--- config.mk ---
export PLATFORM = sky130hd
export DESIGN_NAME = food_spawn_ctrl
export DESIGN_NICKNAME = d
export VERILOG_FILES = /design/src/rtl/food_spawn_ctrl.sv
export SDC_FILE = /design/constraint.sdc
export NUM_CORES = 1
export LEC_CHECK = 0
export ABC_CLOCK_PERIOD_IN_PS = 2400
export CAP_MARGIN = 25
export CORE_UTILIZATION = 51
export CTS_BUF_LIST = sky130_fd_sc_hd__clkbuf_16
export DETAILED_ROUTE_END_ITERATION = 16
export PLACE_DENSITY = 0.84
export SLEW_MARGIN = 10
export SYNTH_ARGS = -nofsm -noshare
export SYNTH_HDL_FRONTEND = slang
export SYNTH_SLANG_ARGS = --single-unit
--- constraint.sdc ---
create_clock -name CLK -period 2.4 [get_ports CLK]
set_input_delay 0.36 -clock CLK [delete_from_list [all_inputs] [get_ports CLK]]
set_output_delay 0.36 -clock CLK [all_outputs]
set_load 0.05 [all_outputs]
--- src/rtl/food_spawn_ctrl.sv ---
// food_spawn_ctrl: picks a random in-range grid cell, asks the snake whether it is free,
// and retries on collisions until it places food or runs out of attempts.
module food_spawn_ctrl #(
  parameter int X_BITS    = 8,
  parameter int Y_BITS    = 7,
  parameter int MAX_X     = 160,
  parameter int MAX_Y     = 120,
  parameter int MAX_TRIES = 16
) (
  input  logic              CLK,
  input  logic              RESET_N,
  input  logic              SPAWN_REQ,
  input  logic [X_BITS-1:0] LFSR_X,
  input  logic [Y_BITS-1:0] LFSR_Y,
  output logic              LFSR_SEED,
  output logic              CHK_REQ,
  output logic [X_BITS-1:0] CHK_X,
  output logic [Y_BITS-1:0] CHK_Y,
  input  logic              CHK_ACK,
  input  logic              CHK_HIT,
  output logic [X_BITS-1:0] FOOD_X,
  output logic [Y_BITS-1:0] FOOD_Y,
  output logic              FOOD_VALID,
  output logic              BUSY,
  output logic              SPAWN_FAIL
);
  typedef enum logic [2:0] {SEED, IDLE, SAMPLE, CHECK, FAIL} state_t;
  // Bounds widened by one bit so a limit of 2**BITS still compares correctly.
  localparam logic [X_BITS:0] MAX_XW = (X_BITS+1)'(MAX_X);
  localparam logic [Y_BITS:0] MAX_YW = (Y_BITS+1)'(MAX_Y);
  localparam logic [7:0]      MAX_TW = 8'(MAX_TRIES);
  state_t            state_q, state_d;
  logic              seed_q, seed_d;
  logic              chk_req_q, chk_req_d;
  logic [X_BITS-1:0] chk_x_q, chk_x_d;
  logic [Y_BITS-1:0] chk_y_q, chk_y_d;
  logic [X_BITS-1:0] food_x_q, food_x_d;
  logic [Y_BITS-1:0] food_y_q, food_y_d;
  logic              food_valid_q, food_valid_d;
  logic              busy_q, busy_d;
  logic              fail_q, fail_d;
  logic [7:0]        try_q, try_d;
  logic              in_range;
  logic [7:0]        try_inc;
  assign in_range = ({1'b0, LFSR_X} < MAX_XW) && ({1'b0, LFSR_Y} < MAX_YW);
  assign try_inc  = try_q + 8'd1;
  always_comb begin
    state_d      = state_q;
    chk_req_d    = chk_req_q;
    chk_x_d      = chk_x_q;
    chk_y_d      = chk_y_q;
    food_x_d     = food_x_q;
    food_y_d     = food_y_q;
    food_valid_d = food_valid_q;
    try_d        = try_q;
    case (state_q)
      SEED: state_d = IDLE;
      IDLE:
        if (SPAWN_REQ) begin
          food_valid_d = 1'b0;
          try_d        = 8'd0;
          state_d      = SAMPLE;
        end
      SAMPLE:
        if (in_range) begin
          chk_x_d   = LFSR_X;
          chk_y_d   = LFSR_Y;
          chk_req_d = 1'b1;
          state_d   = CHECK;
        end
      CHECK:
        if (CHK_ACK && chk_req_q) begin
          chk_req_d = 1'b0;
          if (!CHK_HIT) begin
            food_x_d     = chk_x_q;
            food_y_d     = chk_y_q;
            food_valid_d = 1'b1;
            state_d      = IDLE;
          end else begin
            try_d   = try_inc;
            state_d = (try_inc == MAX_TW) ? FAIL : SAMPLE;
          end
        end
      FAIL: state_d = IDLE;
      default: state_d = IDLE;
    endcase
    // Status outputs are registered images of the state being entered.
    seed_d = state_d == SEED;
    busy_d = state_d != IDLE;
    fail_d = state_d == FAIL;
  end
  always_ff @(posedge CLK or negedge RESET_N) begin
    if (!RESET_N) begin
      state_q      <= SEED;
      seed_q       <= 1'b1;
      chk_req_q    <= 1'b0;
      chk_x_q      <= '0;
      chk_y_q      <= '0;
      food_x_q     <= '0;
      food_y_q     <= '0;
      food_valid_q <= 1'b0;
      busy_q       <= 1'b1;
      fail_q       <= 1'b0;
      try_q        <= 8'd0;
    end else begin
      state_q      <= state_d;
      seed_q       <= seed_d;
      chk_req_q    <= chk_req_d;
      chk_x_q      <= chk_x_d;
      chk_y_q      <= chk_y_d;
      food_x_q     <= food_x_d;
      food_y_q     <= food_y_d;
      food_valid_q <= food_valid_d;
      busy_q       <= busy_d;
      fail_q       <= fail_d;
      try_q        <= try_d;
    end
  end
  assign LFSR_SEED  = seed_q;
  assign CHK_REQ    = chk_req_q;
  assign CHK_X      = chk_x_q;
  assign CHK_Y      = chk_y_q;
  assign FOOD_X     = food_x_q;
  assign FOOD_Y     = food_y_q;
  assign FOOD_VALID = food_valid_q;
  assign BUSY       = busy_q;
  assign SPAWN_FAIL = fail_q;
endmodule

# Word level (Yosys, flattened, before mapping)
# Cells that the tools add are included.
# totals
regBits,46
# classes
add_sub_neg,1
order_cmp,2
n_eq_ne,11
n_mux,17
bitwise_logic,1
n_reduce_logical,10
# ops
op,count
8-bit 2-to-1 mux,3
8-bit case mux with 2 select lines,1
3-bit 2-to-1 mux,5
2-bit inequality test (second input constant),5
3-bit case mux with 3 select lines,1
8-bit by 1-bit adder with 8-bit output (second input constant),1
8-bit by 5-bit == test with 1-bit output (second input constant),1
8-bit less-than comparator (second input constant),1
4-bit AND reduction,2
7-bit less-than comparator (second input constant),1
3-bit by 2-bit == test with 1-bit output (second input constant),2
3-bit AND reduction,2
1-bit 2-to-1 mux,5
1-bit case mux with 2 select lines,2
2-bit nonzero test,2
3-bit by 1-bit == test with 1-bit output (second input constant),1
3-bit == test (second input constant),1
3-bit zero test,1
3-bit by 1-bit inequality test with 1-bit output (second input constant),1
1-bit logical AND,2
2-bit AND reduction,1
1-bit inverter,1

# Depth between registers and ports, before layout
# Gate-level depths: netlist (run 1).
# logic_depth
word_depth,7
depth_mapped,6

# Least setup slack after synthesis (run 1)
# No wires, ideal clock.
# synth_path
path_type,register to register
start,"register chk_req_q, in the netlist CHK_REQ"
end,register state_q[1]
setup_time_ps,71
arrival_ps,1738
setup_slack_ps,591
path_stages_with_launch,6
n_path_buf,1
period_less_slack_ps,1809
cell_sequence,dfrtp_1 nand3_1 or2_1 buf_6 or3_4 nand4_1
# synth_between
elab_chain_len,3
# synth_rtl
item,line,rtl
"start, declared",34,"logic chk_req_q, chk_req_d;"
"start signal, assigned",108,chk_req_q <= chk_req_d;
1-bit logical AND,72,if (CHK_ACK && chk_req_q) begin
3-bit 2-to-1 mux,72,
3-bit case mux with 3 select lines,56,case (state_q)
via state_d[1],32,"state_t state_q, state_d;"
"end signal, assigned",106,state_q <= state_d;
"end, declared",32,
# The timed path passes the listed nets, and every way through them passes these cells.
# A chain may end at the register's enable or synchronous reset.

# Worst setup path after layout (run 1)
# layout_path
start,"register seed_q, in the netlist LFSR_SEED"
end,output LFSR_SEED
# layout_lines
item,line,rtl
"start, declared",33,"logic seed_q, seed_d;"
"start signal, assigned",95,seed_q <= 1'b1;
"start signal, assigned",107,seed_q <= seed_d;
"end, declared",15,"output logic LFSR_SEED,"
# No word-level cell between the ends.

==> flow_metrics.env, run 1 <==
export IMPL_placementRows=22
export IMPL_drive_gt1_frac=0.205
export IMPL_synthAdderAreaFrac=0.00637
export IMPL_firstDrtPassIters=4
export IMPL_grt_start_max_net_pins=27
export IMPL_cts_sinks=46
export IMPL_tightest_slew_ps=573
export IMPL_root_buffer="clkbuf_16"
export IMPL_setup_tns_ps=0
export IMPL_crit_chain="clkdlybuf4s50_1"
export IMPL_cp_arrival_ps=1590
export IMPL_cts_hold_buffers=0
export IMPL_postLayoutCoreUtil=0.732
export IMPL_overflow=0
export IMPL_synth_cell_types=34
export IMPL_postCtsSetupRepairBufs=0
export IMPL_cts_resized=0
export IMPL_core_um2=3690
export IMPL_crit_required_ps=2040
export IMPL_synth_compound_area_frac=0.0751
export IMPL_fin_crit_sh=0.811
export IMPL_status="completed"
export IMPL_vdd_drop_max_mv=1.10
export IMPL_syn_nets=174
export IMPL_power_density_nw_per_um2=1520
export IMPL_synthSimpleGateAreaFrac=0.150
export IMPL_rsz0062_at_grt="false"
export IMPL_regArea_um2=1150
export IMPL_slowest_delay_ps=790
export IMPL_cts_tree="yes"
export IMPL_yosys_area_top_type="dfrtp_1"
export IMPL_path_clk_slew_ps=60
export IMPL_ios=55
export IMPL_placed_area_um2=2560
export IMPL_ys_top_cells_by_area="dfrtp_1 56%, mux2_2 16%, dfstp_2 2.7%, o21ai_0 2.5%, nand2_1 1.7%"
export IMPL_startpoint="LFSR_SEED$_DFF_PN1_"
export IMPL_fill_cells=249
export IMPL_postRouteAntennaNets=0
export IMPL_layout_nets=235
export IMPL_die_width_um=64.1
export IMPL_synth_xor_area_frac=0.00446
export IMPL_post_route_cell_area_um2=2700
export IMPL_post_dp_hpwl_um=3120
export IMPL_grt_pass1_vias=1504
export IMPL_area_growth_synth_to_final_pct=37.3
export IMPL_end_kind="output port"
export IMPL_vias=1492
export IMPL_route_detailed_drc=0
export IMPL_cts_buffers=5
export IMPL_period_minus_slack_ps=1950
export IMPL_hold_path_class="input pin to async pin"
export IMPL_crit_type="register to output port"
export IMPL_seq_area_frac_synth=0.587
export IMPL_clock_path_buffers=2
export IMPL_synth_top_family_by_area="multiplexers"
export IMPL_wl_um=4350
export IMPL_antenna_found_initial=0
export IMPL_gp_congestion=0.819
export IMPL_fmax_mhz=514
export IMPL_dieHeight_um=64.1
export IMPL_synthCells=153
export IMPL_crit_fanout=1
export IMPL_cts_htree_levels=2
export IMPL_io_buffer_count=54
export IMPL_cpMaxStageDelayCell="clkdlybuf4s50_1"
export IMPL_p_leak_nw=1.15
export IMPL_layout_common_cells="53 x clkdlybuf4s50_1, 44 x dfrtp_1, 28 x mux2_2"
export IMPL_synth_seq_cells=46
export IMPL_wire_per_inst_um=16.5
export IMPL_relSlewSlack=0.616
export IMPL_floorplan_initialDensity=0.533
export IMPL_layout_commonest_cell="clkdlybuf4s50_1"
export IMPL_yosysWarnings=0
export IMPL_vias_per_cell=5.67
export IMPL_hold_viol=0
export IMPL_synth_avg_cell_area_um2=12.8
export IMPL_setup_viol=0
export IMPL_finClkSkew_ps=3.70
export IMPL_globalRouteTotalUtil=0.241
export IMPL_synth_area_mux_share=0.160
export IMPL_cp_start_kind="register"
export IMPL_die_area_um2=4110
export IMPL_netlist_area_um2=1970
export IMPL_yosysTopAreaCellShare=0.560
export IMPL_drv_slew=0
export IMPL_multi_input_area_um2=783
export IMPL_cap_violations=0
export IMPL_grt_pass1_wl_um=7290
export IMPL_antenna_cells=0
export IMPL_critPathBufInv=1
export IMPL_critPathTopFamily="buffers and inverters"
export IMPL_drtIter0Drc=107
export IMPL_rr_startpoint="state_q[1]$_DFF_PN0_"
export IMPL_clock_latency_ps=280
export IMPL_holdWs_ps=23.6
-- cell type report --
type	count	share of cell area
flip-flops and latches	46	0.427
multi-input cells	103	0.290
repair buffers	58	0.210
clock buffers	5	0.0464
well taps	48	0.0223
clock inverters	3	0.00417
-- per-stage QoR --
step	power [mW]	setup WS [ps]	std cells
after floorplan	2.72	591	153
after global placement	3.41	444	255
after detailed placement	3.47	387	255
after CTS	4.13	448	263
after global routing	4.28	428	263
final	4.09	454	263
-- power breakdown --
group	internal (mW)	switching, mW	leakage (nW)
Clock	0.375	0.267	0.0663
Sequential	1.08	0.240	0.568
Combinational	0.789	1.34	0.519
Total	2.25	1.85	1.15
-- per-layer routing --
layer / wire, µm / part of all wire / GRT usage / up-vias
li1: - / - / - / 689
met1: 1800 / 0.41 / 0.300 / 724
met2: 2110 / 0.49 / 0.392 / 64
met3: 284 / 0.065 / 0.0643 / 15
met4: 155 / 0.036 / 0.111 / 0
met5: 0 / 0 / 0 / -
-- sequential cells by signal, summed over array words and instances, names as in the netlist --
register	cells
FOOD_X	8
state_q	3
FOOD_VALID	1
BUSY	1
LFSR_SEED	1
CHK_X	8
try_q	8
CHK_Y	7
SPAWN_FAIL	1
FOOD_Y	7
CHK_REQ	1
-- worst paths after layout --
kind                                               to  slack, ps  cells past startpoint
max in group asynchronous         LFSR_SEED$_DFF_PN1_       1630                      2
worst max register to register  FOOD_Y[6]$_DFFE_PN0P_        700                      4
min in group CLK                FOOD_X[5]$_DFFE_PN0P_        500                      1
worst max-delay path                        LFSR_SEED        450                      1
worst min register to register  FOOD_X[5]$_DFFE_PN0P_        500                      1
worst min-delay path             state_q[1]$_DFF_PN0_         20                      1
-- Yosys cell counts --
cell and count:
or4_1 1, or3b_2 1, or2_1 1, dfrtp_1 44
nor3_1 5, nor3_4 1, nor2_1 5, a211o_1 1
ha_1 1, conb_1 1, o41ai_1 1, o22a_1 3
nor2b_1 4, and4_1 3, dfstp_2 2, nand4_1 4
a211oi_1 1, nand3b_4 1, a22oi_1 1, buf_6 1
nand3_1 6, or3_4 1, or3_1 2, a22o_1 1
xnor2_1 1, nand2_1 9, mux2_2 28, buf_2 2
buf_4 1, and3_1 3, o21ai_0 10, o21ai_1 1
and4b_1 1, a21oi_1 5
-- cells by family after synthesis --
group / Yosys count
AO/OA/AOI/OAI: 24
XOR/XNOR: 1
adder cells (fa/ha/maj): 1
buffers and inverters: 4
flip-flops: 46
multiplexers: 28
other: 1
AND/OR/NAND/NOR: 48
Note: power is estimated with default switching activity, not from simulation.
==> inputs of run 2 (changes only) <==
--- a/config.mk
+++ b/config.mk
@@ -5,12 +5,12 @@
 export SDC_FILE = /design/constraint.sdc
 export NUM_CORES = 1
 export LEC_CHECK = 0
-export ABC_CLOCK_PERIOD_IN_PS = 2400
+export ABC_CLOCK_PERIOD_IN_PS = 1700
 export CAP_MARGIN = 25
-export CORE_UTILIZATION = 51
+export CORE_UTILIZATION = 43
 export CTS_BUF_LIST = sky130_fd_sc_hd__clkbuf_16
 export DETAILED_ROUTE_END_ITERATION = 16
-export PLACE_DENSITY = 0.84
+export PLACE_DENSITY = 0.76
 export SLEW_MARGIN = 10
 export SYNTH_ARGS = -nofsm -noshare
 export SYNTH_HDL_FRONTEND = slang
==> constraint.sdc (replaced) <==
create_clock -name CLK -period 1.7 [get_ports CLK]
set_input_delay 0.255 -clock CLK [delete_from_list [all_inputs] [get_ports CLK]]
set_output_delay 0.255 -clock CLK [all_outputs]
set_load 0.05 [all_outputs]
==> flow_metrics.env, run 2 (same netlist as run 1, synthesis figures left out) <==
export IMPL_fill_cells=358
export IMPL_fin_crit_sh=0.938
export IMPL_drtIter0Drc=55
export IMPL_postCtsSetupRepairBufs=0
export IMPL_crit_fanout=7
export IMPL_cts_buffers=5
export IMPL_cp_arrival_ps=1780
export IMPL_period_minus_slack_ps=1600
export IMPL_layout_commonest_cell="buf_4"
export IMPL_io_buffer_count=54
export IMPL_dieHeight_um=69.6
export IMPL_setup_viol=0
export IMPL_finClkSkew_ps=3.46
export IMPL_top_layer="met4"
export IMPL_drive_gt1_frac=0.412
export IMPL_gp_congestion=0.808
export IMPL_die_width_um=69.6
export IMPL_ios=55
export IMPL_status="completed"
export IMPL_cap_violations=0
export IMPL_root_buffer="clkbuf_16"
export IMPL_overflow=0
export IMPL_cts_sinks=46
export IMPL_setup_tns_ps=0
export IMPL_post_dp_hpwl_um=2850
export IMPL_hold_path_class="input pin to async pin"
export IMPL_instances_no_fill=278
export IMPL_rsz0062_at_grt="false"
export IMPL_grt_pass1_wl_um=6730
export IMPL_drv_slew=0
export IMPL_wl_um=3900
export IMPL_floorplan_initialDensity=0.448
export IMPL_grt_pass1_vias=1448
export IMPL_area_growth_synth_to_final_pct=39.0
export IMPL_fmax_mhz=627
export IMPL_r2r_slack_ps=100
export IMPL_die_area_um2=4850
export IMPL_layout_nets=246
export IMPL_route_met3_wl_um=231
export IMPL_clock_latency_ps=280
export IMPL_crit_required_ps=1880
export IMPL_place_inst=269
export IMPL_regArea_um2=1160
export IMPL_p_total_mw=5.67
export IMPL_holdWs_ps=482
export IMPL_wire_per_inst_um=14.0
export IMPL_antenna_found_initial=0
export IMPL_dr_wl_met2_um=1850
export IMPL_globalRouteTotalUtil=0.178
export IMPL_vias_per_cell=5.19
export IMPL_vias=1442
export IMPL_crit_type="register to register"
export IMPL_p_leak_nw=1.26
export IMPL_vdd_drop_max_mv=0.781
export IMPL_hold_viol=0
export IMPL_placementRows=24
export IMPL_route_detailed_drc=0
export IMPL_core_um2=4380
export IMPL_cp_start_kind="register"
export IMPL_rr_startpoint="try_q[0]$_DFFE_PN0P_"
export IMPL_cts_htree_levels=2
export IMPL_firstDrtPassIters=4
export IMPL_postLayoutCoreUtil=0.623
export IMPL_layout_common_cells="47 x buf_4, 42 x dfrtp_1, 28 x mux2_2"
export IMPL_multi_input_area_um2=783
export IMPL_reg2reg_depth=4
export IMPL_power_density_nw_per_um2=2070
export IMPL_path_clk_slew_ps=60
export IMPL_grt_start_max_net_pins=47
export IMPL_end_kind="register"
export IMPL_antenna_cells=0
export IMPL_r2r_end="SPAWN_FAIL$_DFF_PN0_"
export IMPL_cts_tree="yes"
export IMPL_clock_path_buffers=2
export IMPL_postRouteAntennaNets=0
export IMPL_m1WireLength_um=1800
run 2: cell count changes in the layout (fill, tap and decap cells not counted), moves of 2 or more:
cell             before  now
buf_12                0    2
buf_4                 4   47
clkdlybuf4s50_1      53   18
clkinv_1              3    0
clkinv_2              0    2
dfrtp_1              44   42
dfrtp_2               0    2
run 2: metrics by stage:
step                      cell area, µm²  worst slack (ps)
after CTS                           2730              89.5
after detailed placement            2580             -66.9
final                               2730               105
after global routing                2730              29.5
after floorplan                     1970              83.9
after global placement              2580             -35.1
run 2: timing repair:
| action | CTS | global route |
|---|---|---|
| setup endpoints to repair | 0 | 6 |
| endpoints found under the hold margin | 44 | 0 |
| gates resized for setup | 0 | 1 |
| hold buffers | 1 | 0 |
run 2: layout make-up:
cell class,count,area share
multi-input combinational,103,0.287
clock buffer,5,0.0458
clock inverter,3,0.00504
timing repair buffer,69,0.215
tap,52,0.0238
sequential,46,0.423
run 2: critical path, cell delays in order, from the launching register on:
cell and delay, ps:
dfrtp_1 440, ha_1 240, nand2_1 90, or4_1 500, nor3_1 230
run 2: power by group:
| part | internal (mW) | switching, mW | leakage (nW) |
|---|---|---|---|
| clock network | 0.533 | 0.373 | 0.0748 |
| logic | 1.03 | 1.87 | 0.617 |
| registers | 1.54 | 0.326 | 0.566 |
| total | 3.09 | 2.57 | 1.26 |
run 2: worst max path at each step:
| stage | startpoint | endpoint | slack (ps) | cells after the start |
|---|---|---|---|---|
| after floorplan | CHK_REQ$_DFFE_PN0P_ | state_q[1]$_DFF_PN0_ | 80 | 5 |
| after global placement | CHK_HIT | state_q[1]$_DFF_PN0_ | -40 | 5 |
| after detailed placement | CHK_HIT | state_q[1]$_DFF_PN0_ | -70 | 5 |
| after CTS | state_q[1]$_DFF_PN0_ | FOOD_X[4]$_DFFE_PN0P_ | 90 | 4 |
| after global routing | try_q[0]$_DFFE_PN0P_ | SPAWN_FAIL$_DFF_PN0_ | 30 | 4 |
| final | try_q[0]$_DFFE_PN0P_ | SPAWN_FAIL$_DFF_PN0_ | 100 | 4 |
run 2: per-layer routing:
| metal | vias to the layer above | global-route usage |
|---|---|---|
| li1 | 709 | - |
| met1 | 682 | 0.233 |
| met2 | 47 | 0.284 |
| met3 | 4 | 0.0552 |
| met4 | 0 | 0.0533 |
| met5 | - | 0 |
